$ cat config.mk
export PLATFORM = sky130hd
export DESIGN_NAME = traffic_phase_scheduler
export DESIGN_NICKNAME = d
export VERILOG_FILES = /design/src/rtl/traffic_phase_scheduler.sv
export SDC_FILE = /design/constraint.sdc
export NUM_CORES = 1
export LEC_CHECK = 0
export CAP_MARGIN = 20
export CELL_PAD_IN_SITES_DETAIL_PLACEMENT = 0
export CELL_PAD_IN_SITES_GLOBAL_PLACEMENT = 1
export CORE_MARGIN = 3
export CORE_UTILIZATION = 41
export CTS_BUF_LIST = sky130_fd_sc_hd__clkbuf_16
export DETAILED_ROUTE_END_ITERATION = 8
export GPL_ROUTABILITY_DRIVEN = 0
export GPL_TIMING_DRIVEN = 0
export PLACE_DENSITY = 0.83
export SYNTH_ARGS = -nofsm -noshare
export SYNTH_HDL_FRONTEND = slang
export SYNTH_SLANG_ARGS = --single-unit
$ cat constraint.sdc
create_clock -name clk -period 4.1 [get_ports clk]
set_input_delay 1.025 -clock clk [delete_from_list [all_inputs] [get_ports clk]]
set_output_delay 1.025 -clock clk [all_outputs]
set_load 0.02 [all_outputs]
$ cat src/rtl/traffic_phase_scheduler.sv
// traffic_phase_scheduler: highway/country intersection phase FSM with pedestrian walk and emergency preemption.
module traffic_phase_scheduler #(
    parameter int TW              = 5,
    parameter int MIN_HWY_GREEN   = 10,
    parameter int MAX_CNTRY_GREEN = 8,
    parameter int YELLOW_TIME     = 3,
    parameter int ALLRED_TIME     = 2,
    parameter int PED_TIME        = 6
) (
    input  logic       clk,
    input  logic       clear_n,
    input  logic       tick,
    input  logic       x,
    input  logic       ped_req,
    input  logic       emerg_req,
    output logic [1:0] hwy,
    output logic [1:0] cntry,
    output logic       walk,
    output logic [2:0] phase
);
    localparam logic [1:0] RED = 2'd0, YELLOW = 2'd1, GREEN = 2'd2;
    typedef enum logic [2:0] {
        HG  = 3'd0,
        HY  = 3'd1,
        AR  = 3'd2,
        CG  = 3'd3,
        CY  = 3'd4,
        PED = 3'd5,
        EMR = 3'd6
    } state_t;
    state_t state_q, state_d;
    logic [TW-1:0] timer_q, timer_d, dur;
    logic ped_pend_q, ped_pend_d, from_hwy_q, from_hwy_d;
    logic expire, elapsed, entry;
    assign expire  = tick && timer_q == TW'(1);
    assign elapsed = expire || timer_q == '0;
    always_comb begin
        state_d = state_q;
        case (state_q)
            HG:      if (emerg_req || (elapsed && (ped_pend_q || x))) state_d = HY;
            HY:      if (elapsed) state_d = AR;
            AR:      if (elapsed) state_d = emerg_req ? EMR : ped_pend_q ? PED : (from_hwy_q && x) ? CG : HG;
            CG:      if (emerg_req || !x || elapsed) state_d = CY;
            CY:      if (elapsed) state_d = AR;
            PED:     if (emerg_req) state_d = EMR; else if (elapsed) state_d = HG;
            EMR:     if (!emerg_req) state_d = AR;
            default: state_d = HG;
        endcase
    end
    // Every state entry reloads the timer, so a tick sampled on the entry edge is discarded.
    assign entry = state_d != state_q;
    assign dur = state_d == HG ? TW'(MIN_HWY_GREEN) :
                 (state_d == HY || state_d == CY) ? TW'(YELLOW_TIME) :
                 state_d == AR ? TW'(ALLRED_TIME) :
                 state_d == CG ? TW'(MAX_CNTRY_GREEN) :
                 state_d == PED ? TW'(PED_TIME) : '0;
    always_comb begin
        timer_d    = entry ? dur : (tick && timer_q != '0) ? timer_q - TW'(1) : timer_q;
        ped_pend_d = state_q == PED ? ped_pend_q : state_d == PED ? 1'b0 : ped_pend_q | ped_req;
        from_hwy_d = (entry && state_d == AR) ? state_q == HY : from_hwy_q;
    end
    always_ff @(posedge clk or negedge clear_n) begin
        if (!clear_n) begin
            state_q    <= HG;
            timer_q    <= TW'(MIN_HWY_GREEN);
            ped_pend_q <= 1'b0;
            from_hwy_q <= 1'b0;
        end else begin
            state_q    <= state_d;
            timer_q    <= timer_d;
            ped_pend_q <= ped_pend_d;
            from_hwy_q <= from_hwy_d;
        end
    end
    assign hwy   = state_q == HG ? GREEN : state_q == HY ? YELLOW : RED;
    assign cntry = state_q == CG ? GREEN : state_q == CY ? YELLOW : RED;
    assign walk  = state_q == PED;
    assign phase = state_q;
endmodule

==> out/qor.csv <==
metric;value;unit
share of cells above drive strength 1;16.4;%
syn avg cell area;8.28;sq um
fraction of registers with async set/reset;100;%
Least-Margin Pin Slew;460;ps
num rows;15;
EDFF count, synth;0;
XOR/XNOR share of the synthesized area;4.23;%
multiplexer share of the synthesized area;3.02;%
area delta synth->final;27.8;%
Tot Pwr;1.00;mW
RSZ-0062 raised after global routing;false;
Slew Limit Headroom;69.1;%
core area;1820;sq um
Final Skew;4.93;ps
Initial DRC Count;22;
per-cell routed wire length;13.8;um
die footprint;2600;sq um
compound-cell area share of the yosys netlist;22.2;%
setup violators final;0;
Final #Nets;126;
area share of fa/ha/maj cells after synthesis;4.53;%
Post-Place Cells;137;
IO Pins;14;
IR drop worst, VDD;0.493;mV
largest family of logic cells by synthesized area;simple AND/OR/NAND/NOR gates;
drc violations;0;
clock sink total;10;
top-area cell type share of the netlist area;24.2;%
clk slew on worst S/H paths;40;ps
minimum clock period;3020;ps
Post-Syn Area;828;sq um
number of global-route vias before repair;697;
clock root cell;clkbuf_16;
Hold Path Class;reg -> reg;
Ys Warns;0;
Mapped Nets;109;
total global-route track usage;17.0;%
final setup TNS;0;ps
first-pass GRT wire length;3.28;mm
largest area contributor in the netlist;dfrtp_1;
pin count of the biggest net entering global routing;11;
CTS tree;done;
hold buffers post-CTS;0;
Setup Fix Bufs, Post-CTS;0;
final core utilization;58.1;%
drt via density;5.48;
top cells by area, synth;dfrtp_1 24%, a21oi_1 7.3%, dfstp_2 6.3%;
max cap viols;0;
Initial DRT Pass Iterations;5;
HPWL after DPL;1.50;mm
simple logic cell fraction of the synthesized area;29.0;%
count of cells resized by post-cts repair;0;
fillers;171;
clock latency on the worst-skew pair;240;ps
Fin. Hold Viols;0;
Tcrit/Tclk final;73.7;%
Post-Route WL;1.95;mm
Peak Freq;331;MHz
Crit Path Category;in -> reg;
WP data required;4220;ps
placed cell areas;980;sq um
Final Max Slew Viols;0;
total CTS buffers;3;
Congestion Overflow GR;0;
Critical Path Start Type;input port;
CTS Buffer Depth;2;
Yosys cell types;40;
antenna cells;0;
Max H-tree Level;1;
Final Non-Filler Cells;141;
ys flop type;dfrtp_1;
Cells after Synth;100;
outcome;complete, no violations;
Final ANT Viol Nets;0;
Port Buffers;12;
power density cells;949;nW/um^2
register area share after synthesis;30.5;%
Vias;772;
#FFs+latches synth;10;
CP arrival;3140;ps
Die Wd;50.9;um
CP max FO;10;
Design Area, Final;1060;sq um
initial antenna violation count;0;
starting density of the core;45.5;%
Die Height;50.9;um
Setup crit end kind;register;
Static Leak;0.473;nW
routing by layer:
metal	share of wire, %	GRT usage (%)	routed length (um)	vias to the layer above
met5	0	0	0	-
met4	1.7	8.07	34	0
met3	4.8	2.33	94	5
met2	42	25.3	824	22
met1	51	24.1	995	348
li1	-	-	-	397
cells in the mapped netlist (2+ instances only):
| master | n |
|---|---|
| o21ai_0 | 2 |
| nor3_1 | 4 |
| a21o_1 | 3 |
| nand2b_1 | 2 |
| nor2_1 | 10 |
| o32ai_1 | 2 |
| nand3_1 | 5 |
| dfstp_2 | 2 |
| a21oi_1 | 12 |
| xor2_1 | 3 |
| buf_2 | 4 |
| dfrtp_1 | 8 |
| inv_1 | 6 |
| ha_1 | 3 |
| nand2_1 | 9 |
report_power, final:
| group | switching, mW | total [mW] | internal (mW) |
|---|---|---|---|
| combinational | 0.356 | 0.629 | 0.273 |
| clock | 0.0441 | 0.172 | 0.128 |
| sequential | 0.0499 | 0.204 | 0.154 |
| total | 0.450 | 1.00 | 0.554 |
cell type report:
cell class | instances | area [sq um] | area share (%)
tap | 25 | 31.3 | 2.96
multi-input combinational | 79 | 522 | 49.3
clock buffer | 3 | 75.1 | 7.09
sequential | 10 | 253 | 23.9
timing repair buffer | 12 | 120 | 11.3
inverter | 6 | 22.5 | 2.13
buffer | 5 | 31.3 | 2.96
clock inverter | 1 | 3.75 | 0.355
cells in the final DEF (no fill, tap or decap), types with 3 or more instances in the layout:
master and n:
a21oi_1 12, inv_1 6, nor3_1 4, nand3_1 5, dfrtp_1 8, clkbuf_16 3
xor2_1 3, nor2_1 10, ha_1 3, clkdlybuf4s50_1 12, a21o_1 3, buf_2 4
nand2_1 9
worst paths after layout:
check                           cells past startpoint  slack (ps)              startpoint                      to
worst min-delay path                                2         590  timer_q[4]$_DFFE_PN0P_  timer_q[4]$_DFFE_PN0P_
worst min register to register                      2         590  timer_q[4]$_DFFE_PN0P_  timer_q[4]$_DFFE_PN0P_
worst max register to register                      9        1590  timer_q[1]$_DFFE_PN1P_  from_hwy_q$_DFFE_PN0P_
max in group asynchronous                           1        2680                 clear_n  timer_q[3]$_DFFE_PN1P_
worst max-delay path                                8        1080                       x  from_hwy_q$_DFFE_PN0P_
min in group asynchronous                           1        1100                 clear_n  timer_q[0]$_DFFE_PN0P_
kinds of logic after synthesis:
group	after synthesis
mux	2
simple gates	43
compound gates	27
flops	10
fa+ha+maj	3
buf+inv	11
xor+xnor	4
sequential cells by signal (all words and copies together), names as in the netlist:
| signal | cells |
|---|---|
| from_hwy_q | 1 |
| ped_pend_q | 1 |
| phase | 3 |
| timer_q | 5 |
critical path, cell delays in order:
cell             delay [ps]
clkdlybuf4s50_1         550
nand2_1                  70
o2111a_1                250
a21o_1                  150
a222oi_1                270
nand4b_2                340
nand3b_2                190
mux2_4                  300
per-stage QoR:
stage | hold slack, ps | setup WS [ps]
finish | 586 | 1080
global placement | 562 | 870
floorplan | 505 | 1480
CTS | 582 | 1080
detailed placement | 569 | 840
global route | 610 | 945
Power figures use the tool's default switching activity.
